`config.mk`:
```
export PLATFORM = sky130hd
export DESIGN_NAME = core_read_sequencer
export DESIGN_NICKNAME = d
export VERILOG_FILES = /design/src/rtl/core_read_sequencer.sv
export SDC_FILE = /design/constraint.sdc
export NUM_CORES = 1
export LEC_CHECK = 0
export CORE_MARGIN = 5
export CORE_UTILIZATION = 44
export DETAILED_ROUTE_END_ITERATION = 16
export PLACE_DENSITY = 0.74
export SYNTH_ARGS = -nofsm -noshare
export SYNTH_HDL_FRONTEND = slang
export SYNTH_SLANG_ARGS = --single-unit
```
`constraint.sdc`:
```
create_clock -name clk -period 2.3 [get_ports clk]
set_input_delay 0.345 -clock clk [delete_from_list [all_inputs] [get_ports clk]]
set_output_delay 0.345 -clock clk [all_outputs]
set_load 0.02 [all_outputs]
```
`src/rtl/core_read_sequencer.sv`:
```
// Core memory read sequencer: two-port round-robin arbitration, one core cycle per syllable, drive-detect check.
// Latency: ack 17 cycles after the IDLE sample (33 for a word); requesters stall by holding req until their ack.
module core_read_sequencer #(
  parameter int SETUP_CYC   = 2,
  parameter int SYNC_CYC    = 2,
  parameter int SAMPLE_CYC  = 10,
  parameter int RECOVER_CYC = 3
) (
  input  logic        clk,
  input  logic        rst_n,
  input  logic        a_req,
  input  logic [11:0] a_addr,
  input  logic        a_syl,
  output logic        a_ack,
  output logic [13:0] a_data,
  input  logic        b_req,
  input  logic [11:0] b_addr,
  input  logic        b_word,
  input  logic        b_syl,
  output logic        b_ack,
  output logic [27:0] b_data,
  output logic        rsp_err,
  output logic [7:0]  ax_n,
  output logic [7:0]  ay_n,
  output logic [7:0]  ax0_n,
  output logic [7:0]  ay0_n,
  output logic        syl0_n,
  output logic        syl1_n,
  output logic        rdm_v,
  output logic        rdm_vn,
  output logic        sync_v,
  output logic        inhbs_v,
  input  logic [13:0] sa,
  input  logic        ed_x,
  input  logic        ed_y
);

  typedef enum logic [2:0] {
    IDLE    = 3'd0,
    SETUP   = 3'd1,
    SYNC    = 3'd2,
    SAMPLE  = 3'd3,
    RECOVER = 3'd4,
    DONE    = 3'd5
  } state_t;

  typedef struct packed {
    logic        portB;
    logic        word;
    logic [11:0] addr;
  } txn_t;

  localparam logic [5:0] SETUP_LAST   = 6'(SETUP_CYC - 1);
  localparam logic [5:0] SAMPLE_LAST  = 6'(SAMPLE_CYC - 1);
  localparam logic [5:0] RECOVER_LAST = 6'(RECOVER_CYC - 1);
  localparam logic [5:0] SYNC_WIDTH   = 6'(SYNC_CYC);

  state_t      state;
  state_t      nextState;
  logic [5:0]  timer;
  txn_t        txn;
  logic        sylCur;
  logic        lastGrantB;
  logic        edxSeen;
  logic        edySeen;
  logic        errAcc;
  logic [27:0] wordQ;

  logic        grantB;
  logic        lineActive;
  logic [13:0] sylData;

  // Round robin only matters when both ask; reset favours A by marking B as last.
  assign grantB  = b_req && (!a_req || !lastGrantB);
  assign sylData = sylCur ? wordQ[27:14] : wordQ[13:0];

  always_comb begin
    nextState = state;
    case (state)
      IDLE:    if (a_req || b_req) nextState = SETUP;
      SETUP:   if (timer == SETUP_LAST) nextState = SYNC;
      SYNC:    if (timer == SAMPLE_LAST) nextState = SAMPLE;
      SAMPLE:  nextState = RECOVER;
      RECOVER: if (timer == RECOVER_LAST) nextState = (txn.word && !sylCur) ? SETUP : DONE;
      DONE:    nextState = IDLE;
      default: nextState = IDLE;
    endcase
  end

  always_comb begin
    lineActive = (state == SETUP) || (state == SYNC) || (state == SAMPLE);
    ax_n    = 8'hFF;
    ay_n    = 8'hFF;
    ax0_n   = 8'hFF;
    ay0_n   = 8'hFF;
    syl0_n  = 1'b1;
    syl1_n  = 1'b1;
    rdm_v   = 1'b0;
    rdm_vn  = 1'b1;
    sync_v  = 1'b0;
    inhbs_v = 1'b1;
    a_ack   = 1'b0;
    b_ack   = 1'b0;
    rsp_err = 1'b0;
    if (lineActive) begin
      ax_n    = ~(8'h01 << txn.addr[2:0]);
      ay_n    = ~(8'h01 << txn.addr[5:3]);
      ax0_n   = ~(8'h01 << txn.addr[8:6]);
      ay0_n   = ~(8'h01 << txn.addr[11:9]);
      syl0_n  = sylCur;
      syl1_n  = !sylCur;
      rdm_v   = 1'b1;
      rdm_vn  = 1'b0;
      inhbs_v = 1'b0;
    end
    if (state == SYNC && timer < SYNC_WIDTH) sync_v = 1'b1;
    if (state == DONE) begin
      a_ack   = !txn.portB;
      b_ack   = txn.portB;
      rsp_err = errAcc;
    end
  end

  always_ff @(posedge clk or negedge rst_n) begin
    if (!rst_n) begin
      state <= IDLE;
      timer <= 6'd0;
    end else begin
      state <= nextState;
      if (nextState != state) timer <= 6'd0;
      else if (state != IDLE && state != DONE) timer <= timer + 6'd1;
    end
  end

  always_ff @(posedge clk or negedge rst_n) begin
    if (!rst_n) begin
      txn        <= '0;
      sylCur     <= 1'b0;
      lastGrantB <= 1'b1;
      edxSeen    <= 1'b0;
      edySeen    <= 1'b0;
      errAcc     <= 1'b0;
      wordQ      <= '0;
      a_data     <= '0;
      b_data     <= '0;
    end else begin
      case (state)
        IDLE: begin
          if (a_req || b_req) begin
            txn.portB <= grantB;
            txn.word  <= grantB && b_word;
            txn.addr  <= grantB ? b_addr : a_addr;
            sylCur    <= grantB ? (!b_word && b_syl) : a_syl;
          end
        end
        SETUP: begin
          edxSeen <= 1'b0;
          edySeen <= 1'b0;
        end
        SYNC: begin
          if (ed_x) edxSeen <= 1'b1;
          if (ed_y) edySeen <= 1'b1;
        end
        SAMPLE: begin
          if (sylCur) wordQ[27:14] <= sa;
          else        wordQ[13:0]  <= sa;
          // Include this cycle's detect inputs, since the seen flags only update next edge.
          if (!((edxSeen || ed_x) && (edySeen || ed_y))) errAcc <= 1'b1;
        end
        RECOVER: begin
          if (nextState == SETUP) sylCur <= 1'b1;
          if (nextState == DONE) begin
            if (!txn.portB)    a_data <= sylData;
            else if (txn.word) b_data <= wordQ;
            else               b_data <= {14'd0, sylData};
          end
        end
        DONE: begin
          lastGrantB <= txn.portB;
          errAcc     <= 1'b0;
        end
        default: ;
      endcase
    end
  end

endmodule

```
# After elaboration in Yosys (flattened, before gate mapping)
# Cells that the tools add are included.
# op_classes
n_addsub,1
reduce_logical,33
n_shift,4
order_cmp,1
bitwise_logic,6
eq_ne,17
muxes,33
# op_table
operator,n
$mux W8,4
$not A8 Y8,4
$shl A1 B3 Y8 const A,4
$mux W28,1
$mux W3,5
$pmux W3 S5,1
$mux W1,14
$mux W14,1
$mux W12,1
$mux W6,2
$reduce_and A2 Y1,6
$ne A2 B2 Y1 const B,5
$eq A3 B3 Y1 const B,3
$reduce_and A3 Y1,3
$pmux W1 S2,4
$reduce_bool A2 Y1,4
$logic_and A1 B1 Y1,7
$add A6 B1 Y6 const B,1
$eq A3 B1 Y1 const B,2
$eq A3 B2 Y1 const B,2
$eq A6 B1 Y1 const B,1
$eq A6 B2 Y1 const B,1
$eq A6 B4 Y1 const B,1
$logic_or A1 B1 Y1,6
other kinds (7),12
# word_totals
input_bits,47
register_bits,98
output_inout_bits,83

# Longest topological paths before layout
# logic_depth
word_depth,8
depth_mapped,7
depth_no_buf,6

# Worst setup path before layout
# OpenSTA, ideal clock, no wires.
# synth_path
path_kind,register -> output
startpoint,reg state[0]
endpoint,out ax0_n[5]
slack_ps,-33
arrival_time_ps,1988
stages_incl_launch_ff,7
required_ps,1955
path_cell_list,dfrtp_1 > clkbuf_1 > clkbuf_1 > nor2_1 > nor2_1 > clkbuf_1 > nand3_1
# synth_via
elab_chain_len,4
elab_cells_between_ends,6
classes_between,eq/ne: 3; mux: 1; reduce/logical: 2
# synth_lines
item,line,rtl
"start, declared",58,state_t state;
"start signal, assigned",129,state <= nextState;
$eq A3 B1 Y1 / $eq A3 B2 Y1 (equally long branches),91,lineActive = (state == SETUP) || (state == SYNC) || (state == SAMPLE);
$logic_or A1 B1 Y1,91,
$logic_or A1 B1 Y1 *,91,
$mux W8 *,105,if (lineActive) begin
"end, declared",25,"output logic [7:0] ax0_n,"
# Every way passes the cells marked *; elsewhere a longest branch is shown, timed or not.

# Final worst setup path
# layout_path
startpoint,reg timer[1]
endpoint,reg b_data[16]
# layout_via
elab_chain_len,5
elab_cells_between_ends,9
classes_between,eq/ne: 4; mux: 4; reduce/logical: 1
# layout_lines
item,line,rtl
"start, declared",60,logic [5:0] timer;
"start signal, assigned",131,else if (state != IDLE && state != DONE) timer <= timer + 6'd1;
"$eq A6 B2 Y1, or another cell as far along",84,RECOVER: if (timer == RECOVER_LAST) nextState = (txn.word && !sylCur) ? SETUP : DONE;
$mux W3 (on tied branches),"84, 81, 82",
$pmux W3 S5 *,79,case (state)
$eq A3 B3 Y1 *,172,if (nextState == DONE) begin
$reduce_and A3 Y1 (no source line) *,n/a,
"end signal, assigned",174,else if (txn.word) b_data <= wordQ;
"end signal, assigned",175,"else b_data <= {14'd0, sylData};"
"end, declared",21,"output logic [27:0] b_data,"
# Marks and branches as above.
# A chain may end at the register's enable or synchronous reset.

==> impl_metrics.yaml <==
run:
  maxCapViolCount: 0
final_layout:
  stdcell_area_sq_mm: 0.00662
  layout.nets: 614
  seqCellArea_sq_mm: 0.00245
  multi_input_area_sq_mm: 0.00223
  layout_commonest_cell: "dfrtp_1"
  n_fill_cell: 909
  n_antenna_cell: 0
  area_growth_pct: 37.4
  most-common-layout-cells: "dfrtp_1, clkdlybuf4s50_1, mux2_2"
  drive_gt1_frac: 0.255
die:
  die_h_um: 115
  fp.dieW_um: 115
  initial_core_util: 0.446
  coreArea_sq_mm: 0.0108
  dieArea_sq_mm: 0.0131
  rows: 38
  boundaryPins: 130
timing:
  slew_headroom: 0.544
  setup_viol: 0
  finalCritPeriodShare: 0.953
  max_freq_mhz: 456
  finalMaxSlewViolations: 0
  finalHoldViolCount: 0
  worstMarginPinSlew_ns: 0.684
  tns_ns: 0
  finalClockSkew_ns: 0.0107
  fin_crit_ns: 2.19
  rsz0062_at_grt: "no"
route:
  wl_per_cell_um: 17.4
  ant_nets: 0
  drt_iter0_markers: 196
  drc: 0
  via_per_inst: 5.22
  first_pass_iters: 4
  routed_wl_um: 12400
  num_vias: 3702
global_routing:
  grt_overflow: 0
  grt_max_degree: 53
  grt_antenna_before_repair: 0
  first_global_vias: 3996
  grt_pass1_wl_um: 20200
  grt.total_usage: 0.193
clock_tree:
  cts.reportedPaths.clkPinSlew_ns: 0.10
  cts_root_buf: "clkbuf_8"
  cts_tree: "built"
  clockBufferDepth: 2
  cts.sinks: 98
  cts_max_level: 3
  clkLatencyLatePin_ns: 0.37
  numCtsBuffers: 9
synthesis:
  synth_seq_area_share: 0.509
  synth_edf_count: 0
  async_flop_share: 1.00
  synth_flop_cell: "dfrtp_1"
  synth_warnings: 0
  syn_nets: 469
  avgSynthCellArea_sq_um: 11.5
  syn_inst: 419
  syn_area_sq_mm: 0.00482
  netlist-cell-type-count: 46
  ys_ff_latch: 98
worst_setup_path:
  regToRegStartpoint: "timer[1]"
  worstSetupPathType: "flip-flop to flip-flop"
  end_kind: "flip-flop"
  ff2ff_setup_slack_ns: 0.11
  required_ns: 2.59
  r2r_cells: 8
  startpoint_type: "flip-flop"
  r2r_end: "b_data[16]"
  cp.arrival_ns: 2.48
  cp_max_fo: 14
placement:
  place_congestion: 0.910
  dpl.hpwl_um: 8960
  io_buffers: 129
  place_area_sq_mm: 0.00642
pwr:
  comb_power_share: 0.520
  power.density_mw_per_mm2: 1330
  peakVddDrop_v: 0.000750
  switching_share: 0.416
  seqPwrFrac: 0.355
  power_frac_clock: 0.125
  p_sw_mw: 3.66
  p_leak_nw: 2.87
  power_mw: 8.79
  internal_power_mw: 5.14
run_status:
  outcome: "complete, no violations"
min_path:
  hp-class: "input pin to asynchronous set/reset pin"
-- sequential cells by signal, indices dropped and copies added, names as in the netlist --
register,count
b_data,28
wordQ,28
a_data,14
txn,14
timer,6
state,3
edxSeen,1
edySeen,1
errAcc,1
lastGrantB,1
sylCur,1
-- cell usage after synthesis, types with 6 or more instances --
cell type | count | share of area
dfrtp_1 | 97 | 0.50
mux2_2 | 80 | 0.19
nand2_1 | 45 | 0.035
mux2i_1 | 26 | 0.054
inv_1 | 19 | 0.015
nand3_1 | 19 | 0.020
clkbuf_1 | 17 | 0.013
o21ai_0 | 16 | 0.017
nor2_1 | 15 | 0.012
nor2b_1 | 11 | 0.014
nor3_1 | 8 | 0.0083
mux2_1 | 6 | 0.014
-- area by class of cell --
type                            count  area share
Clock buffer                        9      0.0187
Clock inverter                      7      0.0100
Inverter                           19      0.0108
Multi-Input combinational cell    279       0.336
Sequential cell                    98       0.371
Tap cell                          140      0.0265
Timing Repair Buffer              157       0.227
-- logic make-up (layout without fill, tap and decap cells) --
family          after synthesis  after routing  synth area share
mux                         112            112             0.255
xor+xnor                      6              6            0.0109
buf+inv                      42            192            0.0379
flops                        98             98             0.509
fa+ha+maj                     3              3           0.00779
simple gates                119            119             0.122
compound gates               39             39            0.0569
-- how the worst max path moves through the flow --
| stage | cells past startpoint | start | to |
|---|---|---|---|
| floorplan | 7 | state[0] | ax0_n[3] |
| global placement | 3 | timer[3] | sync_v |
| detailed placement | 3 | timer[3] | sync_v |
| CTS | 3 | timer[3] | sync_v |
| global route | 8 | timer[1] | b_data[16] |
| finish | 8 | timer[1] | b_data[16] |
-- power by group through the flow --
stage	clock (mW)	sequential [mW]	combinational (mW)
final	1.10	3.12	4.58
after CTS	1.14	3.11	4.61
after detailed placement	0	3.13	4.71
after global routing	1.21	3.24	4.97
after global placement	0	3.09	4.60
after floorplan	0	3.34	2.50
-- metrics by stage --
stage	hold WS [ns]	setup WS, ns	cells	utilization
final	0.00821	0.108	709	0.614
after global routing	0.0414	0.00849	709	0.614
after CTS	0.0189	0.0180	707	0.610
after detailed placement	0.437	0.0966	691	0.595
after global placement	0.429	0.153	691	0.595
after floorplan	0.0494	-0.000385	419	-
-- worst max-delay path, cell delays in order (launching register included) --
cell and delay [ns]:
dfrtp_1 0.39, inv_1 0.07, ha_2 0.18, and4b_1 0.23
nand3b_1 0.22, a311oi_4 0.43, buf_4 0.19, clkbuf_16 0.19
mux2i_1 0.21
-- per-layer routing --
| metal | vias to the layer above | global-route usage | wire (um) |
|---|---|---|---|
| met5 | - | 0 | 0 |
| met4 | 0 | 0.0578 | 180 |
| met3 | 14 | 0.0550 | 980 |
| met2 | 137 | 0.324 | 5880 |
| met1 | 1791 | 0.241 | 5330 |
| li1 | 1760 | - | - |
-- timing repair --
action | in CTS | in global routing
gates cloned | 0 | 1
hold buffers | 0 | 0
gates resized for setup | 47 | 13
setup endpoints to repair | 38 | 35
pin swaps | 0 | 3
buffers inserted | 0 | 1
Power figures use the tool's default switching activity.
==> patch, RTL diff (same settings) <==
Register the output `sync_v`, cleared by the reset; this adds one clock of latency there. The other outputs are not delayed to match.
--- a/src/rtl/core_read_sequencer.sv
+++ b/src/rtl/core_read_sequencer.sv
@@ -55,6 +55,8 @@
   localparam logic [5:0] RECOVER_LAST = 6'(RECOVER_CYC - 1);
   localparam logic [5:0] SYNC_WIDTH   = 6'(SYNC_CYC);
 
+  logic sync_v_d;
+
   state_t      state;
   state_t      nextState;
   logic [5:0]  timer;
@@ -97,7 +99,7 @@
     syl1_n  = 1'b1;
     rdm_v   = 1'b0;
     rdm_vn  = 1'b1;
-    sync_v  = 1'b0;
+    sync_v_d = 1'b0;
     inhbs_v = 1'b1;
     a_ack   = 1'b0;
     b_ack   = 1'b0;
@@ -113,7 +115,7 @@
       rdm_vn  = 1'b0;
       inhbs_v = 1'b0;
     end
-    if (state == SYNC && timer < SYNC_WIDTH) sync_v = 1'b1;
+    if (state == SYNC && timer < SYNC_WIDTH) sync_v_d = 1'b1;
     if (state == DONE) begin
       a_ack   = !txn.portB;
       b_ack   = txn.portB;
@@ -184,5 +186,13 @@
     end
   end
 
+  always_ff @(posedge clk or negedge rst_n) begin
+    if (!rst_n) begin
+      sync_v <= '0;
+    end else begin
+      sync_v <= sync_v_d;
+    end
+  end
+
 endmodule
 
Behaviour: not the same (a bounded check fails within 4 cycles, from zero or initial values and one cycle with rst_n low).
==> patch against the original RTL <==
  * Wire length up 3.7%
  * Worst hold slack better by 0.40 ns
  * Global-route usage up 0.10 points
  * Utilization up 0.82 points
  * Design area up 1.3%
  * Non-clock buffer count unchanged
  * Critical path type unchanged
  * Via count up 1.5%
  * Sequential cell count up 1
  * Setup slack worse by 0.049 ns
  * Synthesized cell count up 0.24%
  * Die area up 0.47%
  * Critical endpoint is now b_data[11]$_DFFE_PN0P_
  * Total power down 0.12%
  * Area after synthesis up 0.52%
==> patch: results (changes against the original RTL) <==
| Metric | Value |
|---|---|
| Run status | finished clean (unchanged) |
| FF-to-FF setup slack | 0.06 ns (was 0.11 ns) |
| Post-DP Area | 0.00638 sq mm (was 0.00642 sq mm) |
| Largest area contributor in the netlist | dfrtp_1 (unchanged) |
| Max Clock Skew | 0.0122 ns (was 0.0107 ns) |
| Fill cell count | 900 (was 909) |
| GRT Overall Usage | 19.4% (was 19.3%) |
| Post-Syn Nets | 470 (was 469) |
| Worst R2R Path Depth | 8 (unchanged) |
| Routed wire per std cell | 18.1 um (was 17.4 um) |
| Crit-path slowest cell | dfrtp_2 (was a311oi_4) |
| Largest net degree at the start of global routing | 48 (was 53) |
| Cell family with most CP delay | buffers and inverters (unchanged) |
| Share of post-route cells with drive strength above 1 | 25.1% (was 25.5%) |
| CP max FO | 7 (was 14) |
| Post-synth ARST share | 100% (unchanged) |
| Relative slew slack | 58.9% (was 54.4%) |
| Fin nets | 615 (was 614) |
| Worst vdd ir | 660 uV (was 750 uV) |
| Top post-synthesis cells by count | 98 x dfrtp_1, 80 x mux2_2, 45 x nand2_1, 26 x mux2i_1 (was 97 x dfrtp_1, 80 x mux2_2, 45 x nand2_1, 26 x mux2i_1) |
| Largest regs | b_data x28, wordQ x28 (unchanged) |
| Sequential area share after synthesis | 51.2% (was 50.9%) |
| Via count | 3757 (was 3702) |
| Power Internal | 5.13 mW (was 5.14 mW) |
| Final Wtd Congestion | 0.972 (was 0.910) |
| Ys Warns | 0 (unchanged) |
| HPWL Detailed | 8880 um (was 8960 um) |
| Yosys top cell area share | 50.6% (was 50.4%) |
| LEAKAGE | 2.89 nW (was 2.87 nW) |
| Crit Reg-Reg Endpoint | b_data[11]$_DFFE_PN0P_ (was b_data[16]$_DFFE_PN0P_) |
| Iter 0 DRT Violations | 261 (was 196) |
| Vias in the first global route | 3931 (was 3996) |
| Global-route wire length before repair | 20400 um (was 20200 um) |
| Fin Hold WS | 0.403 ns (was 0.00821 ns) |
| Area contributors post-synth | dfrtp_1 51%, mux2_2 19%, mux2i_1 5.4%, nand2_1 3.5%, nand3_1 2.0% (was dfrtp_1 50%, mux2_2 19%, mux2i_1 5.4%, nand2_1 3.5%, nand3_1 2.0%) |
| Critical Path AT | 2.50 ns (was 2.48 ns) |
## patch: cell count changes after synthesis
cell / unedited run / this run
dfrtp_1: 97 / 98
## patch: cells by family (layout without fill, tap and decap cells)
family,count (synthesis),after routing,synth area share [%]
AO/OA/AOI/OAI,39,39,5.66
XOR/XNOR,6,6,1.08
adder cells (fa/ha/maj),3,3,0.775
buffers and inverters,42,192,3.77
flip-flops,99,99,51.2
multiplexers,112,112,25.4
AND/OR/NAND/NOR,119,119,12.2
## patch: area by class of cell
cell class                      instances  area, sq um  area share, %
Clock buffer                            9          124           1.85
Multi-Input combinational cell        279         2230           33.2
Clock inverter                          7         72.6           1.08
Timing Repair Buffer                  157         1560           23.2
Tap cell                              140          175           2.61
Sequential cell                        99         2480           37.0
Inverter                               19         71.3           1.06
## patch: metal layers
layer | global-route usage, % | vias to the layer above | routed length [um]
li1 | - | 1757 | -
met1 | 25.2 | 1853 | 5630
met2 | 32.5 | 127 | 6080
met3 | 4.11 | 20 | 908
met4 | 6.10 | 0 | 211
met5 | 0 | - | 0
## patch: power by group through the flow
| stage | sequential (mW) | clock (mW) | combinational, mW |
|---|---|---|---|
| after global placement | 3.18 | 0 | 4.49 |
| after detailed placement | 3.21 | 0 | 4.59 |
| final | 3.21 | 1.09 | 4.49 |
| after global routing | 3.33 | 1.20 | 4.86 |
| after floorplan | 3.37 | 0 | 2.49 |
| after CTS | 3.19 | 1.13 | 4.46 |
## patch: timing repair
| action | in CTS | in global routing |
|---|---|---|
| buffers inserted | 0 | 5 |
| endpoints found under the hold margin | 22 | 0 |
| setup endpoints to repair | 39 | 59 |
| pin swaps | 0 | 2 |
| hold buffers | 1 | 0 |
| gates cloned | 1 | 2 |
| resized for setup | 40 | 15 |
## patch: metrics by stage
step                      util (%)  instances  worst slack, ns  setup TNS, ns
after floorplan                  -        420        -0.000385       -0.00116
after CTS                     60.9        703           0.0182              0
after global placement        59.1        685            0.139              0
after detailed placement      59.1        685           0.0418              0
after global routing          62.2        710          -0.0243         -0.178
final                         62.2        710           0.0587              0
## patch: worst max-delay path by stage
stage / startpoint / cells past startpoint / endpoint / slack [ns]
2_1_floorplan: state[0]$_DFF_PN0_ / 7 / ax0_n[3] / -0.0004
6_report: timer[1]$_DFFE_PN0P_ / 8 / b_data[11]$_DFFE_PN0P_ / 0.06
5_1_grt: state[1]$_DFF_PN0_ / 6 / ax0_n[3] / -0.02
4_1_cts: timer[1]$_DFFE_PN0P_ / 7 / b_data[5]$_DFFE_PN0P_ / 0.02
3_5_place_dp: timer[1]$_DFFE_PN0P_ / 7 / b_data[11]$_DFFE_PN0P_ / 0.04
3_3_place_gp: timer[1]$_DFFE_PN0P_ / 7 / b_data[4]$_DFFE_PN0P_ / 0.14
